**config.mk**
```make
export PLATFORM = sky130hd
export DESIGN_NAME = demux1to16_4bit_bank
export DESIGN_NICKNAME = d
export VERILOG_FILES = /design/src/rtl/mux_demux_pkg.sv /design/src/rtl/dec4to16_en.sv /design/src/rtl/demux1to16_4bit_bank.sv
export SDC_FILE = /design/constraint.sdc
export NUM_CORES = 1
export LEC_CHECK = 0
export ABC_AREA = 1
export CAP_MARGIN = 15
export CORE_MARGIN = 1.5
export CORE_UTILIZATION = 50
export DETAILED_ROUTE_END_ITERATION = 16
export MAX_ROUTING_LAYER = met4
export PLACE_DENSITY = 0.8
export SLEW_MARGIN = 40
export SYNTH_ARGS = -nofsm -noshare
export SYNTH_HDL_FRONTEND = slang
export SYNTH_SLANG_ARGS = --single-unit
export TNS_END_PERCENT = 10
```
**constraint.sdc**
```tcl
create_clock -name clk -period 1.7 [get_ports clk]
set_input_delay 0.34 -clock clk [delete_from_list [all_inputs] [get_ports clk]]
set_output_delay 0.34 -clock clk [all_outputs]
set_load 0.02 [all_outputs]
```
**src/rtl/mux_demux_pkg.sv**
```systemverilog
// Shared definitions for the 16:1 mux and its write-side slot bank.
// Widths, slot index type and the flattened slot-slice helper.
package mux_demux_pkg;

    localparam int DATA_W = 4;
    localparam int SEL_W  = 4;
    localparam int NSLOT  = 16;

    typedef logic [SEL_W-1:0] slot_idx_t;

    function automatic logic [DATA_W-1:0] slot_get(
        input logic [NSLOT*DATA_W-1:0] flat,
        input slot_idx_t               k
    );
        return flat[k*DATA_W +: DATA_W];
    endfunction

endpackage

```
**src/rtl/dec4to16_en.sv**
```systemverilog
// One-hot index decoder with enable.
// Produces per-slot write enables for the slot bank.
module dec4to16_en #(
    parameter int SEL_W = 4
) (
    input  logic                  en,
    input  logic [SEL_W-1:0]      sel,
    output logic [(2**SEL_W)-1:0] onehot
);

    // Single hot bit at the selected index when enabled.
    always_comb begin
        onehot = '0;
        if (en) begin
            onehot[sel] = 1'b1;
        end
    end

endmodule

```
**src/rtl/demux1to16_4bit_bank.sv**
```systemverilog
// Sixteen registered 4-bit slots written over valid/ready.
// Addressed or auto-pointer mode; flattened slot export.
module demux1to16_4bit_bank #(
    parameter int DATA_W = mux_demux_pkg::DATA_W,
    parameter int SEL_W  = mux_demux_pkg::SEL_W
) (
    input  logic                           clk,
    input  logic                           rst_n,
    input  logic                           in_valid,
    output logic                           in_ready,
    input  logic [DATA_W-1:0]              in_data,
    input  logic [SEL_W-1:0]               in_sel,
    input  logic                           auto_mode,
    input  logic                           clear,
    output logic [(2**SEL_W)*DATA_W-1:0]   slot_data,
    output logic [(2**SEL_W)-1:0]          slot_valid,
    output logic [SEL_W-1:0]               wr_ptr,
    output logic                           full,
    output logic                           wr_done,
    output logic [SEL_W-1:0]               wr_done_sel
);

    import mux_demux_pkg::*;

    localparam int NUM_SLOTS = 2**SEL_W;

    logic [NUM_SLOTS*DATA_W-1:0] slot_q, slot_d;
    logic [NUM_SLOTS-1:0]        valid_q, valid_d;
    logic [SEL_W-1:0]            ptr_q, ptr_d;
    logic                        done_q, done_d;
    logic [SEL_W-1:0]            done_sel_q, done_sel_d;

    logic                        accept;
    logic [SEL_W-1:0]            tgt;
    logic [NUM_SLOTS-1:0]        we;

    assign full     = &valid_q;
    assign in_ready = !clear && !(auto_mode && full);
    assign accept   = in_valid && in_ready;
    assign tgt      = auto_mode ? ptr_q : in_sel;

    dec4to16_en #(
        .SEL_W (SEL_W)
    ) u_dec (
        .en     (accept),
        .sel    (tgt),
        .onehot (we)
    );

    // Next-state: clear wins, otherwise apply the decoded write.
    always_comb begin
        slot_d     = slot_q;
        valid_d    = valid_q;
        ptr_d      = ptr_q;
        done_d     = accept;
        done_sel_d = accept ? tgt : done_sel_q;
        if (clear) begin
            slot_d  = '0;
            valid_d = '0;
            ptr_d   = '0;
        end else begin
            for (int k = 0; k < NUM_SLOTS; k++) begin
                if (we[k]) begin
                    slot_d[k*DATA_W +: DATA_W] = in_data;
                    valid_d[k]                 = 1'b1;
                end
            end
            if (accept && auto_mode) begin
                ptr_d = ptr_q + 1'b1;
            end
        end
    end

    // Bank, flags, pointer and done registers.
    always_ff @(posedge clk or negedge rst_n) begin
        if (!rst_n) begin
            slot_q     <= '0;
            valid_q    <= '0;
            ptr_q      <= '0;
            done_q     <= 1'b0;
            done_sel_q <= '0;
        end else begin
            slot_q     <= slot_d;
            valid_q    <= valid_d;
            ptr_q      <= ptr_d;
            done_q     <= done_d;
            done_sel_q <= done_sel_d;
        end
    end

    assign slot_data   = slot_q;
    assign slot_valid  = valid_q;
    assign wr_ptr      = ptr_q;
    assign wr_done     = done_q;
    assign wr_done_sel = done_sel_q;

endmodule
```
==> flow_metrics.env <==
export IMPL_grt_max_degree=90
export IMPL_synth_warnings=0
export IMPL_drc=0
export IMPL_syn2layout_area_growth_pct=47.2
export IMPL_setup_violations=2
export IMPL_antenna_found_initial=0
export IMPL_grt_pass1_wl_mm=20.3
export IMPL_finalMaxSlewViolations=0
export IMPL_gp_congestion=0.897
export IMPL_synth_seq_cells=89
export IMPL_ys_types=22
export IMPL_yosys_area_share_simple=0.423
export IMPL_timing_rr_end="slot_data[10]"
export IMPL_die_area_sq_um=9190
export IMPL_grtUsageMet1=0.391
export IMPL_grtUsageMet3=0.0671
export IMPL_clock_sinks=89
export IMPL_dp_slack_ps=-438
export IMPL_critPathMaxFanout=3
export IMPL_rows=33
export IMPL_root_buffer="clkbuf_8"
export IMPL_finalNonFillerCells=739
export IMPL_p_int_mw=3.18
export IMPL_clock_path_buffers=2
export IMPL_synth_compound_area_frac=0.00899
export IMPL_crit_path_start_kind="flop"
export IMPL_hp_class="input port to async pin"
export IMPL_vias=4166
export IMPL_post_route_util=0.765
export IMPL_outcome="finished, violations left"
export IMPL_vdd_drop_max_mv=0.435
export IMPL_met2_usage=0.481
export IMPL_crit_slowest_cell="dfrtp_1"
export IMPL_ioPinCount=104
export IMPL_comb_power_share=0.134
export IMPL_die_width_microns=95.9
export IMPL_synth_top_family_by_area="simple AND/OR/NAND/NOR gates"
export IMPL_nets=644
export IMPL_cts_tree="yes"
export IMPL_power_switching_mw=1.19
export IMPL_yosys_mux_area_fraction=0
export IMPL_detail_route_wl_per_cell_microns=17.2
export IMPL_path_class="flop to primary output"
export IMPL_arrival_ps=1390
export IMPL_r2r_slack_ps=40
export IMPL_synthAdderAreaFrac=0.00290
export IMPL_track_usage=0.300
export IMPL_ff2ff_path_depth=9
export IMPL_synth_area_per_cell_sq_um=9.06
export IMPL_grt_pass1_vias=4156
export IMPL_maxSlewHeadroom=0.680
export IMPL_syn_inst=476
export IMPL_drive_above_1_share=0.241
export IMPL_viasPerCell=5.64
export IMPL_antenna_left=0
export IMPL_overflow=0
export IMPL_core_area_sq_um=8300
export IMPL_switching_share=0.272
export IMPL_start_util=0.520
export IMPL_min_period_ps=1730
export IMPL_h_tree_depth=3
export IMPL_rsz0062_at_grt="true"
export IMPL_p_leak_nw=4.23
export IMPL_clk_latency_ps=360
export IMPL_clock_fmax_mhz=579
export IMPL_setup_slack_ps=-26.4
export IMPL_syn_area_sq_um=4310
export IMPL_synthXorXnorAreaFrac=0.00203
export IMPL_synth_seq_area_share=0.516
export IMPL_violations="hold timing, setup timing"
export IMPL_cp_data_required_time_ps=1360
export IMPL_drv_cap=0
export IMPL_rr_startpoint="slot_valid[1]"
export IMPL_tightest_slew_ps=479
export IMPL_drt_first_iter_violations=258
export IMPL_hpwlAfterDp_mm=8.72
export IMPL_finalCritPeriodShare=1.02
export IMPL_routed_wl_mm=12.7
export IMPL_place_inst=722
export IMPL_finClkSkew_ps=12.1
export IMPL_sequentialPowerShare=0.497
export IMPL_cts_clk_slew_worst_paths_ps=100
export IMPL_clkPwrFrac=0.369
export IMPL_pwr_density_cell_nw_per_um2=688
export IMPL_timing_hold_ws_ps=-2.28
export IMPL_cp_cell_sequence="nand2_2 -> nor2_4 -> nand2_2 -> nor2_4 -> a21oi_4 -> buf_6"
export IMPL_die_y_microns=95.9
export IMPL_io_buffers=103
export IMPL_syn_nets=490
export IMPL_crit_path_max_incr_delay_ps=380
export IMPL_cts_made_buffers=9
export IMPL_diodes=0
export IMPL_tns_ps=-28.3
export IMPL_first_pass_iters=5
export IMPL_grt_busiest_layer="met2"
export IMPL_setup_worst_path_end_class="primary output"
export IMPL_hold_viol_final=1
registers in the layout, summed over array words and instances, names as in the netlist:
register     count
slot_data       64
slot_valid      16
wr_done          1
wr_done_sel      4
wr_ptr           4
per-layer routing:
metal	part of all wire	wire (microns)
met5	0	0
met4	0.011	134
met3	0.072	908
met2	0.50	6300
met1	0.42	5340
cells by family (layout without fill, tap and decap cells):
group / Yosys count / after routing
flip-flops: 89 / 89
adder cells (fa/ha/maj): 1 / 1
AO/OA/AOI/OAI: 7 / 7
XOR/XNOR: 1 / 1
AND/OR/NAND/NOR: 329 / 329
buffers and inverters: 49 / 207
how the worst max path moves through the flow:
stage	start	to	slack [ps]	cells after the start
2_1_floorplan	slot_valid[4]	in_ready	20	6
3_3_place_gp	auto_mode	slot_data[30]	-370	7
3_5_place_dp	auto_mode	slot_data[29]	-440	7
4_1_cts	slot_valid[0]	in_ready	-60	6
5_1_grt	slot_valid[9]	in_ready	-100	6
6_report	slot_valid[9]	in_ready	-30	6
power groups by stage:
| stage | logic (mW) | clock network [mW] | registers [mW] |
|---|---|---|---|
| final | 0.587 | 1.61 | 2.17 |
| after detailed placement | 0.575 | 0 | 2.21 |
| after global routing | 0.631 | 1.70 | 2.17 |
| after CTS | 0.574 | 1.62 | 2.17 |
| after global placement | 0.567 | 0 | 2.21 |
| after floorplan | 0.248 | 0 | 2.25 |
synth_stat cells:
master,instances,area [sq um]
nand2_1,136,510
dfrtp_1,89,2230
nand3_1,69,345
nand4_1,67,419
clkbuf_1,19,71.3
nand4_2,16,200
nor2_4,16,180
inv_1,15,56.3
buf_1,9,33.8
nor2_1,9,33.8
nand2_2,8,50.1
nand2_4,7,78.8
o21ai_0,5,25.0
buf_2,2,10.0
buf_4,2,15.0
a21oi_1,1,5.00
a21oi_2,1,8.76
buf_6,1,11.3
ha_1,1,12.5
inv_2,1,3.75
nor2_2,1,6.26
xor2_1,1,8.76
critical path, delay by kind of cell, from the launching register on:
| kind | cells | cell delay [ps] |
|---|---|---|
| flops | 1 | 380 |
| compound gates | 1 | 80 |
| simple gates | 4 | 430 |
| buf+inv | 1 | 130 |
what timing repair did:
action | in CTS | in global routing
pin swaps | 4 | 2
gates cloned | 0 | 0
resized for setup | 52 | 64
buffers inserted | 1 | 1
setup endpoints to repair | 73 | 133
hold buffers | 0 | 0
layout by cell type (no fill, tap or decap):
cell,netlist,layout
nor2_1,9,7
bufinv_16,0,2
buf_12,0,4
clkdlybuf4s50_1,0,17
xor2_1,1,1
a21oi_1,1,1
inv_6,0,1
nand4_4,0,7
buf_6,1,3
dlygate4sd2_1,0,33
dfrtp_1,89,89
buf_4,2,67
inv_2,1,2
nor2_2,1,1
nand4_2,16,9
clkinv_4,0,1
nand2_1,136,128
nand2_4,7,9
nand2_2,8,14
nand4_1,67,67
clkbuf_8,0,9
dlymetal6s2s_1,0,49
buf_8,0,1
ha_1,1,1
a21oi_4,0,1
nor2_4,16,18
clkinvlp_4,0,2
inv_1,15,14
o21ai_0,5,5
nand3_1,69,69
buf_2,2,2
metrics by stage:
step / cell area (sq um) / total power, mW
floorplan: 4320 / 2.50
global placement: 5920 / 2.78
detailed placement: 5920 / 2.79
CTS: 6140 / 4.36
global route: 6350 / 4.51
finish: 6350 / 4.37
cell type report:
class / instances / area [sq um]
sequential: 89 / 2230
multi-input combinational: 338 / 2000
fill: 573 / 1950
timing repair buffer: 176 / 1710
tap: 105 / 131
clock buffer: 9 / 124
clock inverter: 6 / 92.6
inverter: 16 / 60.1
No activity file was read; power rests on OpenSTA's default activity.
